==> config.mk <==
export PLATFORM = sky130hd
export DESIGN_NAME = ddsm_ramp_ctrl
export DESIGN_NICKNAME = d
export VERILOG_FILES = /design/src/rtl/ddsm_ctrl_pkg.sv /design/src/rtl/ddsm_tick_div.sv /design/src/rtl/ddsm_ramp_ctrl.sv
export SDC_FILE = /design/constraint.sdc
export NUM_CORES = 1
export LEC_CHECK = 0
export ABC_AREA = 1
export BUFFER_PORTS_ARGS = -buffer_cell sky130_fd_sc_hd__buf_2
export CORE_MARGIN = 2
export CORE_UTILIZATION = 30
export CTS_CLUSTER_DIAMETER = 80
export DETAILED_ROUTE_END_ITERATION = 12
export PLACE_DENSITY_LB_ADDON = 0.05
export SLEW_MARGIN = 0
export SYNTH_ARGS = -nofsm -noshare
export SYNTH_HDL_FRONTEND = slang
export SYNTH_SLANG_ARGS = --single-unit
==> constraint.sdc <==
create_clock -name clk -period 3.5 [get_ports clk]
set_input_delay 0.35 -clock clk [delete_from_list [all_inputs] [get_ports clk]]
set_output_delay 0.35 -clock clk [all_outputs]
set_load 0.01 [all_outputs]
==> src/rtl/ddsm_ctrl_pkg.sv <==
// Shared types and helpers for the delta-sigma ramp controller.
package ddsm_ctrl_pkg;

  localparam int DEFAULT_WIDTH = 9;

  typedef enum logic [1:0] {
    IDLE,
    RAMP,
    SETTLE
  } ctrl_state_t;

  // Counter width for a modulus of n, never narrower than one bit
  function automatic int cnt_width(input int n);
    return (n > 1) ? $clog2(n) : 1;
  endfunction

endpackage

==> src/rtl/ddsm_tick_div.sv <==
// Step-rate divider: tick is high on the cycle the counter sits at DIV-1 while enabled.
module ddsm_tick_div
  import ddsm_ctrl_pkg::*;
#(
  parameter int DIV = 4
) (
  input  logic clk,
  input  logic rst,
  input  logic clr,
  input  logic en,
  output logic tick
);

  localparam int CW = cnt_width(DIV);
  localparam logic [CW-1:0] LAST = CW'(DIV - 1);

  logic [CW-1:0] cnt;

  assign tick = en && (cnt == LAST);

  always_ff @(posedge clk) begin
    if (rst || clr) begin
      cnt <= '0;
    end else if (en) begin
      cnt <= (cnt == LAST) ? '0 : cnt + 1'b1;
    end
  end

endmodule

==> src/rtl/ddsm_ramp_ctrl.sv <==
// Ramps the HK-MASH fractional input toward a requested target, then waits out the modulator latency.
// Optional macro DDSM_RAMP_LSB_DITHER_EN forces the x_o LSB high.
module ddsm_ramp_ctrl
  import ddsm_ctrl_pkg::*;
#(
  parameter int             WIDTH      = DEFAULT_WIDTH,
  parameter int             DIV        = 4,
  parameter int             SETTLE_CYC = 3,
  parameter logic [WIDTH-1:0] RESET_WORD = '0
) (
  input  logic             clk,
  input  logic             rst,
  input  logic             cfg_valid_i,
  output logic             cfg_ready_o,
  input  logic [WIDTH-1:0] cfg_word_i,
  input  logic [WIDTH-1:0] cfg_step_i,
  input  logic             abort_i,
  output logic [WIDTH-1:0] x_o,
  output logic             busy_o,
  output logic             done_o,
  output logic             settled_o
);

  localparam int SW = cnt_width(SETTLE_CYC);
  localparam logic [SW-1:0] SETTLE_LAST = SW'(SETTLE_CYC - 1);

  ctrl_state_t      state;
  logic [WIDTH-1:0] x_int;
  logic [WIDTH-1:0] target;
  logic [WIDTH-1:0] step;
  logic [SW-1:0]    settle_cnt;
  logic             accept;
  logic             tick;
  logic             up;
  logic             last_step;
  logic [WIDTH:0]   diff;

  assign accept = cfg_valid_i && cfg_ready_o;

  ddsm_tick_div #(.DIV(DIV)) u_tick_div (
    .clk  (clk),
    .rst  (rst),
    .clr  (accept),
    .en   (state == RAMP),
    .tick (tick)
  );

  // The extra bit keeps the distance exact; a step no smaller than it lands on target.
  always_comb begin
    up        = (target >= x_int);
    diff      = up ? ({1'b0, target} - {1'b0, x_int}) : ({1'b0, x_int} - {1'b0, target});
    last_step = (step == '0) || (diff <= {1'b0, step});
  end

  always_ff @(posedge clk) begin
    if (rst) begin
      state       <= IDLE;
      x_int       <= RESET_WORD;
      target      <= '0;
      step        <= '0;
      settle_cnt  <= '0;
      cfg_ready_o <= 1'b1;
      busy_o      <= 1'b0;
      done_o      <= 1'b0;
      settled_o   <= 1'b0;
    end else begin
      done_o <= 1'b0;
      case (state)
        IDLE: begin
          if (accept) begin
            target      <= cfg_word_i;
            step        <= cfg_step_i;
            settled_o   <= 1'b0;
            cfg_ready_o <= 1'b0;
            busy_o      <= 1'b1;
            state       <= RAMP;
          end
        end
        RAMP: begin
          if (abort_i) begin
            cfg_ready_o <= 1'b1;
            busy_o      <= 1'b0;
            state       <= IDLE;
          end else if (tick) begin
            if (last_step) begin
              x_int      <= target;
              settle_cnt <= '0;
              state      <= SETTLE;
            end else begin
              x_int <= up ? (x_int + step) : (x_int - step);
            end
          end
        end
        SETTLE: begin
          if (abort_i) begin
            cfg_ready_o <= 1'b1;
            busy_o      <= 1'b0;
            state       <= IDLE;
          end else if (settle_cnt == SETTLE_LAST) begin
            done_o      <= 1'b1;
            settled_o   <= 1'b1;
            cfg_ready_o <= 1'b1;
            busy_o      <= 1'b0;
            settle_cnt  <= '0;
            state       <= IDLE;
          end else begin
            settle_cnt <= settle_cnt + 1'b1;
          end
        end
        default: state <= IDLE;
      endcase
    end
  end

  // Dithering only touches the output; ramp arithmetic stays on x_int.
`ifdef DDSM_RAMP_LSB_DITHER_EN
  assign x_o = x_int | WIDTH'(1);
`else
  assign x_o = x_int;
`endif

endmodule

# [Yosys cells after proc, flatten, opt, wreduce, memory -nomap -nowiden]
# Cells that the tools add are included.
[op_classes] mux=30 n_addsub=6 bitwise_logic=2 reduce_logical=16 n_lt_le_gt_ge=2 eq_ne=14
[ops] op="2-to-1 mux 2 bit" n=12
[ops] op="subtractor 9 x 9 -> 10 bit" n=2
[ops] op="2-to-1 mux 9 bit" n=2
[ops] op="inequality test 2 bit, second input constant" n=6
[ops] op="AND reduction 4 bit" n=3
[ops] op="<= comparator 10 x 9 -> 1 bit" n=1
[ops] op="2-to-1 mux 1 bit" n=10
[ops] op="2-to-1 mux 10 bit" n=1
[ops] op="adder 9 bit" n=1
[ops] op=">= comparator 9 bit" n=1
[ops] op="logical NOT 9 bit" n=1
[ops] op="inequality test 3 bit, second input constant" n=3
[ops] op="subtractor 9 bit" n=1
[ops] op="== test 2 bit, second input constant" n=3
[ops] op="case mux 1 bit (3 select lines)" n=2
[ops] op="case mux 2 bit (3 select lines)" n=1
[ops] op="AND reduction 5 bit" n=1
[ops] op="adder 2 x 1 -> 2 bit, second input constant" n=2
[ops] op="case mux 2 bit (2 select lines)" n=1
[ops] op="nonzero test 2 bit" n=2
[ops] op="AND reduction 3 bit" n=1
[ops] op="nonzero test 3 bit" n=1
[ops] op="OR reduction 3 bit" n=1
[ops] op="== test 2 x 1 -> 1 bit, second input constant" n=1
[ops] op="7 further kinds" n=10
[word_totals] word_cells=80 inputBits=22 reg_bits=37

# [Longest topological paths before layout]
# Gate-level depths: netlist of the first run.
[depth] depth_word=8 ltp_mapped=28

# [Cells and area by module]
# From an unflattened synthesis of the first run, not the netlist that was laid out.
[hier_totals] hier_cells=495 area_unflattened_um2=3256.9
[modules_own_cells] mod="ddsm_ramp_ctrl" area_each_um2=3151.8 seq_area_each_um2=700.7 cells_per_inst=479 instances=1
[modules_own_cells] mod="ddsm_tick_div" area_each_um2=105.1 seq_area_each_um2=40.0 cells_per_inst=16 instances=1

# [Worst setup path before layout of the first run]
# No wires, ideal clock.
[synth_timing] path_type="register -> register" start="register x_int[1] (netlist: x_o[1])" end="register settle_cnt[0]" stages_incl_launch_ff=26 setup_slack_ns=0.148 t_arrival_ns=3.240 t_required_ns=3.388 path_cell_list="dfxtp_1 inv_1 fa_1 nand2_1 nand3_2 nand2_4 nand2_4 inv_1 buf_6 o21ai_0 xnor2_1 inv_1 ha_1 nand2_1 nor2_1 o21ai_0 nand3_1 nand2_1 nand2_1 nand2_1 a21oi_4 nand2_2 nand2_1 inv_1 nor2_1 nor2_1"
[synth_between] elab_chain_len=6
[synth_rtl] element="from (decl)" line_no="ddsm_ramp_ctrl.sv:28" source="logic [WIDTH-1:0] x_int;"
[synth_rtl] element="from (signal assigned)" line_no="ddsm_ramp_ctrl.sv:86" source="x_int <= target;"
[synth_rtl] element="from (signal assigned)" line_no="ddsm_ramp_ctrl.sv:90" source="x_int <= up ? (x_int + step) : (x_int - step);"
[synth_rtl] element="subtractor 9 x 9 -> 10 bit / >= comparator 9 bit (equally long branches)" line_no="ddsm_ramp_ctrl.sv:51, ddsm_ramp_ctrl.sv:50"
[synth_rtl] element="2-to-1 mux 10 bit *" line_no="ddsm_ramp_ctrl.sv:51" source="diff = up ? ({1'b0, target} - {1'b0, x_int}) : ({1'b0, x_int} - {1'b0, target});"
[synth_rtl] element="<= comparator 10 x 9 -> 1 bit *" line_no="ddsm_ramp_ctrl.sv:52" source="last_step = (step == '0) || (diff <= {1'b0, step});"
[synth_rtl] element="logical OR 1 bit *" line_no="ddsm_ramp_ctrl.sv:52"
[synth_rtl] element="inequality test 2 bit (no line) *"
[synth_rtl] element="AND reduction 5 bit (no line) *"
[synth_rtl] element="to (signal assigned)" line_no="ddsm_ramp_ctrl.sv:107" source="settle_cnt <= settle_cnt + 1'b1;"
[synth_rtl] element="to (decl)" line_no="ddsm_ramp_ctrl.sv:31" source="logic [SW-1:0] settle_cnt;"
# Every way passes the cells marked *; elsewhere a longest branch is shown, timed or not.
# A chain may end at the register's enable or synchronous reset.

# [Worst setup path in the final report of the first run]
[layout_timing] start="register target[0]" end="register settle_cnt[0]"
[layout_between] elab_chain_len=6
[layout_rtl] element="from (decl)" line_no="ddsm_ramp_ctrl.sv:29" source="logic [WIDTH-1:0] target;"
[layout_rtl] element="from (signal assigned)" line_no="ddsm_ramp_ctrl.sv:71" source="target <= cfg_word_i;"
[layout_rtl] element="subtractor 9 x 9 -> 10 bit / >= comparator 9 bit (equally long branches)" line_no="ddsm_ramp_ctrl.sv:51, ddsm_ramp_ctrl.sv:50"
[layout_rtl] element="2-to-1 mux 10 bit *" line_no="ddsm_ramp_ctrl.sv:51"
[layout_rtl] element="<= comparator 10 x 9 -> 1 bit *" line_no="ddsm_ramp_ctrl.sv:52"
[layout_rtl] element="logical OR 1 bit *" line_no="ddsm_ramp_ctrl.sv:52"
[layout_rtl] element="inequality test 2 bit (no line) *"
[layout_rtl] element="AND reduction 5 bit (no line) *"
# Marks and branches as above.

==> out/results.txt, run 1 <==
CTS sink count: 37
H-tree lvl count: 2
CP bufs+invs: 8
Clk Latency, worst-skew pair: 0.30 ns
Peak Freq: 0.287 GHz
Worst VDD drop: 0.283 mV
M3 GR Usage: 2.00%
Final Critical Period: 3.49 ns
Worst slew pin tran: 1.13 ns
Die area: 11600 µm²
Met1 GRT Util: 26.0%
Layout area overhead: 32.5%
First-iteration detailed-routing DRC count: 109
Distinct cells, synth: 39
Grt peak-use layer: met2
Nets: 619
WL/cell: 14.9 µm
HPWL Detailed: 8090 µm
Fin. Hold Viols: 0
Clock skew: 0.00926 ns
Unrepaired setup endpoints after global routing: true
Syn nets: 545
Worst setup path class: reg -> reg
Vias: 3258
Syn_area_per_cell: 6.76 µm²
Clock-pin slew on the worst setup and hold paths: 0.09 ns
Required time worst endpoint: 3.69 ns
Fill cells: 1132
CTS Buffer Depth: 2
Core area: 10400 µm²
Chip width: 108 µm
Row count: 37
Via/cell ratio: 4.73
Drt pass-1 iters: 4
#FFs+latches synth: 37
Arrival time at the worst endpoint: 3.68 ns
Die H: 108 µm
Crit-path max FO: 5
Slew Viols, Final: 0
Worst min path class: in -> reg
Number of diodes: 0
Status: complete, no violations
GPL Wtd Cong: 0.911
CTS buffer count: 5
Leak pwr: 2.10 nW
Final ANT Viol Nets: 0
Register area share after synthesis: 22.9%
CTS tree: done
Synth warn: 0
Cells after synthesis: 478
Fin crit share: 99.6%
Clk root buf: clkbuf_8
Inst Count DP: 676
Final WS setup: 0.0136 ns
Largest net degree at the start of global routing: 38
Final Util: 41.3%
Worst Setup Slack post-DPL: -0.0832 ns
Final setup fails: 0
Final wirelength: 10300 µm
CP delay by family, top: simple AND/OR/NAND/NOR gates
Antenna violations before repair: 0
IO buf count: 34
Initial core utilization: 31.2%
Vias in the first global route: 3284
Layout cells sized above 1: 27.1%
First-pass GRT wire length: 16700 µm
Total Routing Usage GR: 18.4%
Crit end category: flop
Synthesized area: 3230 µm²
Max cap viols: 0
Post-detailed-route DRC marker count: 0
Gr ovfl total: 0
CP Launch Type: flop
Power Density: 697 nW/µm²
Slowest stage delay, CP: 0.40 ns
Non-Filler Instances: 689
Slew margin rel.: 24.5%
Cell at the slowest stage of the critical path: fa_2
Io pins: 35
Met2 usage: 30.2%
[worst paths after layout]
path / start / to / slack (ns) / cells past startpoint
hold reg to reg: u_tick_div.cnt[1] / u_tick_div.cnt[1] / 0.47 / 2
setup reg to reg: target[0] / settle_cnt[0] / 0.01 / 27
hold / removal: cfg_step_i[6] / step[6] / 0.33 / 3
setup / recovery: target[0] / settle_cnt[0] / 0.01 / 27
[flip-flops by register name (all words and copies together) (netlist names)]
signal and count:
busy_o 1, cfg_ready_o 1, done_o 1, settle_cnt 2, settled_o 1, state 2, step 9, target 9
u_tick_div.cnt 2, x_o 9
[metal layers]
metal / wire (µm) / share of wire, %
met1: 5010 / 49
met2: 4800 / 47
met3: 300 / 2.9
met4: 169 / 1.6
met5: 0 / 0
[through the flow]
| step | hold WS, ns | power, mW | instance area (µm²) | setup TNS (ns) |
|---|---|---|---|---|
| 5_1_grt | 0.346 | 3.27 | 4280 | -1.43 |
| 2_1_floorplan | 0.419 | 1.63 | 3230 | 0 |
| 3_3_place_gp | 0.453 | 2.20 | 3800 | -0.812 |
| 3_5_place_dp | 0.458 | 2.19 | 3800 | -0.141 |
| 6_report | 0.332 | 2.98 | 4280 | 0 |
| 4_1_cts | 0.322 | 2.70 | 3990 | 0 |
[final cells by class]
class / count / area (µm²) / share of cell area [%]
Clock buffer: 5 / 68.8 / 1.61
Clock inverter: 3 / 22.5 / 0.526
Inverter: 85 / 323 / 7.54
Multi-Input combinational cell: 346 / 2400 / 56.2
Sequential cell: 37 / 747 / 17.5
Tap cell: 136 / 170 / 3.98
Timing Repair Buffer: 77 / 546 / 12.7
[power by group]
part / switching, mW / internal (mW)
logic: 1.19 / 0.969
registers: 0.0430 / 0.470
clock network: 0.174 / 0.142
total: 1.40 / 1.58
[worst min-delay path: cells and delay by family]
family                 cells  cell delay [ns]
buffers and inverters      1             0.07
AOI/OAI and AO/OA          2             0.17
[synth_stat cells]
| cell type | number | share of area [%] |
|---|---|---|
| nand2_1 | 105 | 12 |
| inv_1 | 84 | 9.8 |
| a21oi_1 | 50 | 7.7 |
| ha_1 | 42 | 16 |
| dfxtp_1 | 37 | 23 |
| nand3_1 | 32 | 5.0 |
| o21ai_0 | 29 | 4.5 |
| nor2_1 | 27 | 3.1 |
| xor2_1 | 13 | 3.5 |
| clkbuf_1 | 6 | 0.70 |
| nand2_2 | 5 | 0.97 |
| xnor2_1 | 5 | 1.4 |
| nor3_1 | 4 | 0.62 |
| a21o_1 | 3 | 0.70 |
| fa_1 | 3 | 1.9 |
| mux2i_1 | 3 | 0.93 |
| nand2_4 | 3 | 1.0 |
| o31ai_1 | 3 | 0.70 |
| a31oi_1 | 2 | 0.39 |
| nor4_1 | 2 | 0.39 |
| o21bai_1 | 2 | 0.46 |
| a211oi_1 | 1 | 0.23 |
| a211oi_2 | 1 | 0.39 |
| a21oi_4 | 1 | 0.50 |
| and3_1 | 1 | 0.19 |
| buf_12 | 1 | 0.62 |
| buf_2 | 1 | 0.15 |
| buf_6 | 1 | 0.35 |
| clkbuf_2 | 1 | 0.15 |
| clkinv_1 | 1 | 0.12 |
| nand3_2 | 1 | 0.31 |
| nand3b_1 | 1 | 0.23 |
| nand4_1 | 1 | 0.19 |
| nor2_2 | 1 | 0.19 |
| nor2_4 | 1 | 0.35 |
| o211ai_1 | 1 | 0.23 |
| o22ai_1 | 1 | 0.19 |
| o311ai_0 | 1 | 0.27 |
| or2_2 | 1 | 0.19 |
[layout by cell type, fill, tap and decap left out, types with 7 or more instances in the layout]
cell type   n
buf_4      38
nand2_1    96
buf_2      34
xor2_1     12
a21oi_1    47
ha_1       30
nand2_2    10
dfxtp_1    34
nor2_1     22
inv_1      79
o21ai_0    21
nand2_4     7
nand3_1    28
ha_4       12
[cells by family after synthesis]
logic type,Yosys count,share of synthesized area (%)
flip-flops,37,22.9
buffers and inverters,95,11.9
adder cells (fa/ha/maj),45,18.1
multiplexers,3,0.930
XOR/XNOR,18,4.88
AO/OA/AOI/OAI,95,16.3
AND/OR/NAND/NOR,185,25.0
[repair_timing]
action	CTS	global route
hold buffers	0	0
endpoints found under the setup margin	4	13
buffers inserted	1	3
pin swaps	3	21
resized for setup	10	62
gates cloned	1	0
(Power assumes the default switching activity.)
==> inputs of run 2 (changes only) <==
--- a/config.mk
+++ b/config.mk
@@ -12,6 +12,7 @@
 export CTS_CLUSTER_DIAMETER = 80
 export DETAILED_ROUTE_END_ITERATION = 12
 export PLACE_DENSITY_LB_ADDON = 0.05
+export RECOVER_POWER = 100
 export SLEW_MARGIN = 0
 export SYNTH_ARGS = -nofsm -noshare
 export SYNTH_HDL_FRONTEND = slang
==> run 2 against run 1 <==
Critical path depth unchanged. Sequential power hardly changed. First-iteration DRC count did not move. Final area shrank 0.53%. Sequential cell count did not move. Sequential share of layout area grew 0.063 points. Critical path type unchanged. Cell count unchanged.
==> out/results.txt, run 2 (synthesis gave the netlist of run 1 again) <==
Flip-flop and latch area: 746 µm² (-0.17%)
Antenna violations before repair: 0 (unchanged)
Clock-pin slew on the worst setup and hold paths: 0.09 ns (about the same)
Area of the multi-input gates: 2400 µm² (unchanged)
Post-detailed-route DRC marker count: 0 (unchanged)
GPL Wtd Cong: 0.911 (unchanged)
Hold Crit Endpoint: step[6]
Leak pwr: 2.05 nW (-2.2%)
CP Launch Type: flop
Required time worst endpoint: 3.69 ns (about the same)
Largest net degree at the start of global routing: 38 (unchanged)
R2r setup slk: 0.01 ns (about the same)
Arrival time at the worst endpoint: 3.68 ns (about the same)
WL/cell: 14.9 µm (about the same)
Vias in the first global route: 3284 (unchanged)
CTS Buffer Depth: 2 (unchanged)
CTS buffer count: 5 (unchanged)
Layout area overhead: 31.8%
Clk Latency, worst-skew pair: 0.30 ns (about the same)
CTS tree: done
Clock skew: 0.00942 ns (+0.000160 ns)
Wire length on met3: 300 µm (unchanged)
Routed met2 length: 4810 µm (+0.25%)
Power Density: 700 nW/µm² (+0.42%)
Clk root buf: clkbuf_8
Via/cell ratio: 4.69 (-0.74%)
CP delay by family, top: simple AND/OR/NAND/NOR gates
Die H: 108 µm (unchanged)
Crit-path max FO: 5 (unchanged)
Top sig layer: met4
Placed inst area: 3800 µm² (unchanged)
Peak Freq: 0.287 GHz (about the same)
Worst slew pin tran: 1.14 ns (+0.0102 ns)
Layout cells sized above 1: 25.0% (-2.2 points)
Inst Count DP: 676 (unchanged)
Final Util: 41.1% (-0.22 points)
Row count: 37 (unchanged)
Max cap viols: 0 (unchanged)
Crit end category: flop
Nets: 619 (unchanged)
WL met1: 5010 µm (+0.14%)
Cell at the slowest stage of the critical path: fa_2
Setup tns final: 0 ns (unchanged)
Gr ovfl total: 0 (unchanged)
Final hold slack: 0.331 ns (-0.000543 ns)
Fill cells: 1137 (+0.44%)
Status: complete, no violations
CTS hold repair buffers: 0 (unchanged)
Design area: 4260 µm² (-0.53%)
Reg2reg start: target[0]
Chip width: 108 µm (unchanged)
Slowest stage delay, CP: 0.40 ns (about the same)
Total Routing Usage GR: 18.4% (unchanged)
Worst min path class: in -> reg
CP bufs+invs: 8 (unchanged)
Initial core utilization: 31.2% (unchanged)
CTS sink count: 37 (unchanged)
Number of diodes: 0 (unchanged)
IO buf count: 34 (unchanged)
First-pass GRT wire length: 16700 µm (unchanged)
Non-Filler Instances: 689 (unchanged)
Final setup fails: 0 (unchanged)
Final WS setup: 0.0134 ns (-0.000167 ns)
H-tree lvl count: 2 (unchanged)
First-iteration detailed-routing DRC count: 109 (unchanged)
R2R depth: 27 (unchanged)
Fin crit share: 99.6% (about the same)
Fin. Hold Viols: 0 (unchanged)
HPWL Detailed: 8090 µm (unchanged)
Final ANT Viol Nets: 0 (unchanged)
Most frequent cells in the layout: nand2_1, inv_1, a21oi_1
R2r endpoint: settle_cnt[0]
Pwr Total: 2.98 mW (-0.11%)
Hold Crit Depth: 3 (unchanged)
Io pins: 35 (unchanged)
Final wirelength: 10300 µm (about the same)
Commonest non-fill, non-tap cell in the layout: nand2_1
Worst Setup Slack post-DPL: -0.0832 ns (unchanged)
Hold path start: cfg_step_i[6]
Unrepaired setup endpoints after global routing: true
Core area: 10400 µm² (unchanged)
Drt pass-1 iters: 4 (unchanged)
Final Critical Period: 3.49 ns (+0.000167 ns)
Worst VDD drop: 0.281 mV (-0.64%)
Die area: 11600 µm² (unchanged)
Worst setup path class: reg -> reg
Slew Viols, Final: 0 (unchanged)
Slew margin rel.: 23.8% (-0.68 points)
Vias: 3234 (-0.74%)
run 2: report_power, final:
| group | switching [mW] | total (mW) | internal (mW) |
|---|---|---|---|
| registers | 0.0430 | 0.513 | 0.470 |
| logic | 1.18 | 2.15 | 0.967 |
| clock network | 0.174 | 0.315 | 0.142 |
| total | 1.40 | 2.98 | 1.58 |
run 2: how the worst max path moves through the flow:
stage | start | to | slack (ns) | cells after the start
after floorplan | x_o[1] | settle_cnt[0] | 0.15 | 25
after global placement | x_o[7] | settle_cnt[0] | -0.14 | 27
after detailed placement | x_o[7] | settle_cnt[0] | -0.08 | 27
after CTS | target[0] | settle_cnt[0] | 0.01 | 27
after global routing | target[0] | settle_cnt[0] | -0.17 | 27
final | target[0] | settle_cnt[0] | 0.01 | 27
run 2: layout make-up:
type | count | area share (%)
multi-input combinational | 346 | 56.5
sequential | 37 | 17.5
timing repair buffer | 77 | 12.3
inverter | 85 | 7.58
tap | 136 | 4.00
clock buffer | 5 | 1.62
clock inverter | 3 | 0.529
run 2: layer usage:
layer | track usage, % | vias to the layer above
met5 | 0 | -
met4 | 3.75 | 0
met3 | 2.00 | 12
met2 | 30.2 | 45
met1 | 26.0 | 1493
li1 | - | 1684
run 2: repair_timing:
item                                    in CTS  in global routing
endpoints found under the setup margin       4                 13
pin swaps                                    3                 21
setup buffers                                1                  3
cloned                                       1                  0
gates resized for setup                     10                 62
run 2: worst min-delay path, cell delays in order:
cell and delay, ns:
buf_2 0.07, o21ai_0 0.07, a21oi_1 0.10
==> inputs of run 3 (changes only) <==
--- a/config.mk
+++ b/config.mk
@@ -16,4 +16,5 @@
 export SLEW_MARGIN = 0
 export SYNTH_ARGS = -nofsm -noshare
 export SYNTH_HDL_FRONTEND = slang
+export SYNTH_HIERARCHICAL = 1
 export SYNTH_SLANG_ARGS = --single-unit
==> run 3 against run 2 <==
Setup slack better by 0.12 ns. Hold slack worse by 0.080 ns. Clock power is 31% higher. Area after synthesis is 0.81% higher. Core utilization is 0.12 points lower. Power is 9.5% higher. Critical endpoint is now x_o[7].
==> out/results.txt, run 3 <==
Inst Count DP: 692 (+2.4%)
Design area: 4380 µm² (+2.9%)
Slew Viols, Final: 0 (unchanged)
Chip width: 108 µm (+0.39%)
Via/cell ratio: 4.77 (+1.7%)
Fin. Hold Viols: 0 (unchanged)
Crit end category: flop
Layout area overhead: 34.5%
Required time worst endpoint: 3.74 ns (+0.05 ns)
Layout cells sized above 1: 27.2% (+2.3 points)
Synthesized area: 3260 µm² (+0.81%)
Compound-Gate Fraction of Synth Area: 16.5% (+0.21 points)
Distinct cells, synth: 36 (-7.7%)
GPL Wtd Cong: 0.838 (-8.1%)
Synth area leader: dfxtp_1
Largest net degree at the start of global routing: 24 (-37%)
Max cap viols: 0 (unchanged)
Most frequent cells in the layout: nand2_1, inv_1, a21oi_1
Worst setup path class: reg -> reg
Synth async-reset ratio: 0% (unchanged)
Share of synthesized area spent on multiplexers: 0% (-0.93 points)
Syn_area_per_cell: 6.58 µm² (-2.6%)
Vias: 3385 (+4.7%)
Initial core utilization: 30.4% (-0.71 points)
Post-synth EDFFs: 0 (unchanged)
HPWL Detailed: 8160 µm (+0.81%)
CTS buffer count: 5 (unchanged)
CTS Buffer Depth: 2 (unchanged)
Non-Filler Instances: 709 (+2.9%)
XOR/XNOR Fraction of Synth Area: 4.84% (-0.039 points)
Slew margin rel.: 48.8% (+25 points)
#FFs+latches synth: 37 (unchanged)
Worst slew pin tran: 0.767 ns (-0.373 ns)
Clk Latency, worst-skew pair: 0.31 ns (about the same)
Arrival time at the worst endpoint: 3.61 ns (-0.07 ns)
Clock skew: 0.0117 ns (+0.00225 ns)
CTS sink count: 37 (unchanged)
CTS hold repair buffers: 0 (unchanged)
Number of diodes: 0 (unchanged)
Final Critical Period: 3.37 ns (-0.115 ns)
WL/cell: 14.6 µm (-2.4%)
Final WS setup: 0.129 ns (+0.115 ns)
Gr ovfl total: 0 (unchanged)
Synth warn: 6 (+6)
Vias in the first global route: 3219 (-2.0%)
Top post-synthesis cells by area: dfxtp_1, ha_1, nand2_1
Crit-path cells: inv_2 -> ha_4 -> inv_2 -> fa_2 -> nand3_4 -> nand4_4 -> buf_4 -> o221ai_1 -> xor2_1 -> inv_1 -> ha_4 -> and3_4 -> nand4_1 -> nand2_2 -> nand3_4 -> nand2_8 -> buf_6 -> inv_8 -> nand2_2 -> nand3_2 -> a21oi_2
Final setup fails: 0 (unchanged)
WL met1: 5080 µm (+1.2%)
Die H: 108 µm (+0.39%)
Most frequent cells after synthesis: nand2_1, inv_1, a21oi_1
Cells after synthesis: 495 (+3.6%)
First-iteration detailed-routing DRC count: 68 (-38%)
Yosys top cell area share: 22.7% (-0.18 points)
Routed met2 length: 4880 µm (+1.4%)
Syn nets: 561 (+2.9%)
Placed inst area: 3800 µm² (-0.16%)
Crit-path max FO: 8 (+3)
Top sig layer: met4
CTS tree: done
Die area: 11700 µm² (+0.79%)
Clk root buf: clkbuf_8
Top_reg_cell synth: dfxtp_1
Count leader, synth: nand2_1
Drt pass-1 iters: 4 (unchanged)
Commonest non-fill, non-tap cell in the layout: nand2_1
Total Routing Usage GR: 18.0% (-0.46 points)
Peak Freq: 0.297 GHz (+3.4%)
Unrepaired setup endpoints after global routing: true
Largest family of logic cells by synthesized area: simple AND/OR/NAND/NOR gates
CP delay by family, top: simple AND/OR/NAND/NOR gates
CP bufs+invs: 6 (-2)
Clock-pin slew on the worst setup and hold paths: 0.09 ns (about the same)
Post-detailed-route DRC marker count: 0 (unchanged)
CP Launch Type: flop
Register area share after synthesis: 22.7% (-0.18 points)
First-pass GRT wire length: 16100 µm (-3.9%)
Final Util: 40.9% (-0.12 points)
Fin crit share: 96.3% (-3.3 points)
Worst VDD drop: 0.254 mV (-9.5%)
Nets: 634 (+2.4%)
Final hold slack: 0.251 ns (-0.0804 ns)
Io pins: 35 (unchanged)
Power Density: 745 nW/µm² (+6.4%)
Antenna violations before repair: 0 (unchanged)
Slowest stage delay, CP: 0.41 ns (about the same)
Cell at the slowest stage of the critical path: fa_2
H-tree lvl count: 2 (unchanged)
Leak pwr: 2.09 nW (+2.0%)
IO buf count: 34 (unchanged)
Row count: 38 (+2.7%)
Worst Setup Slack post-DPL: -0.132 ns (-0.0487 ns)
Final ANT Viol Nets: 0 (unchanged)
Adder-cell area share of the yosys netlist: 17.6% (-0.53 points)
Final wirelength: 10300 µm (+0.40%)
Core area: 10700 µm² (+3.2%)
Worst min path class: in -> reg
Status: complete, no violations
Simple-Gate Fraction of Synth Area: 26.9% (+1.9 points)
Wire length on met3: 228 µm (-24%)
run 3: area by class of cell:
| cell class | count | area (µm²) |
|---|---|---|
| fillers | 1173 | 6320 |
| flip-flops and latches | 37 | 748 |
| inverters | 87 | 337 |
| well taps | 140 | 175 |
| repair buffers | 74 | 469 |
| clock buffers | 7 | 86.3 |
| clock inverters | 1 | 30.0 |
| multi-input cells | 363 | 2530 |
run 3: metrics by stage:
| stage | power, mW | setup TNS [ns] |
|---|---|---|
| 2_1_floorplan | 1.74 | 0 |
| 3_3_place_gp | 2.28 | -0.0864 |
| 3_5_place_dp | 2.30 | -0.455 |
| 4_1_cts | 2.75 | 0 |
| 5_1_grt | 3.56 | -0.438 |
| 6_report | 3.26 | 0 |
run 3: timing repair:
action | 4_1_cts | 5_1_grt
pin swaps | 0 | 36
cloned | 0 | 1
resized for setup | 6 | 91
setup endpoints to repair | 10 | 13
hold endpoints to repair | 0 | 0
setup buffers | 0 | 8
run 3: worst reg2reg max path, cell delays in order (launching register included):
cell and delay, ns:
dfxtp_2 0.33, inv_2 0.07, ha_4 0.14, inv_2 0.04
fa_2 0.41, nand3_4 0.09, nand4_4 0.21, buf_4 0.23
o221ai_1 0.21, xor2_1 0.16, inv_1 0.09, ha_4 0.27
and3_4 0.18, nand4_1 0.09, nand2_2 0.10, nand3_4 0.12
nand2_8 0.13, buf_6 0.12, inv_8 0.04, nand2_2 0.06
nand3_2 0.08, a21oi_2 0.15
run 3: report_power, final:
| group | internal, mW | switching, mW | leakage [nW] |
|---|---|---|---|
| clock | 0.233 | 0.180 | 0.0585 |
| combinational | 0.987 | 1.34 | 1.73 |
| sequential | 0.476 | 0.0469 | 0.305 |
run 3: path summary, 6_finish.rpt:
check	start	endpoint	slack, ns	depth (start not counted)
worst max register to register	target[0]	x_o[7]	0.13	21
worst min-delay path	abort_i	done_o	0.25	2
worst min register to register	busy_o	busy_o	0.46	2
worst max-delay path	target[0]	x_o[7]	0.13	21
run 3: per-layer routing:
metal	vias to the layer above	GRT usage, %
met5	-	0
met2	48	30.5
li1	1734	-
met4	0	4.95
met1	1590	23.8
met3	13	2.47
run 3: cell families after synthesis:
kind of cell,Yosys count
AOI/OAI and AO/OA,96
xor gates and xnor gates,18
and+or+nand+nor,204
adders and majority gates,44
buffers and inverters,96
DFF,37
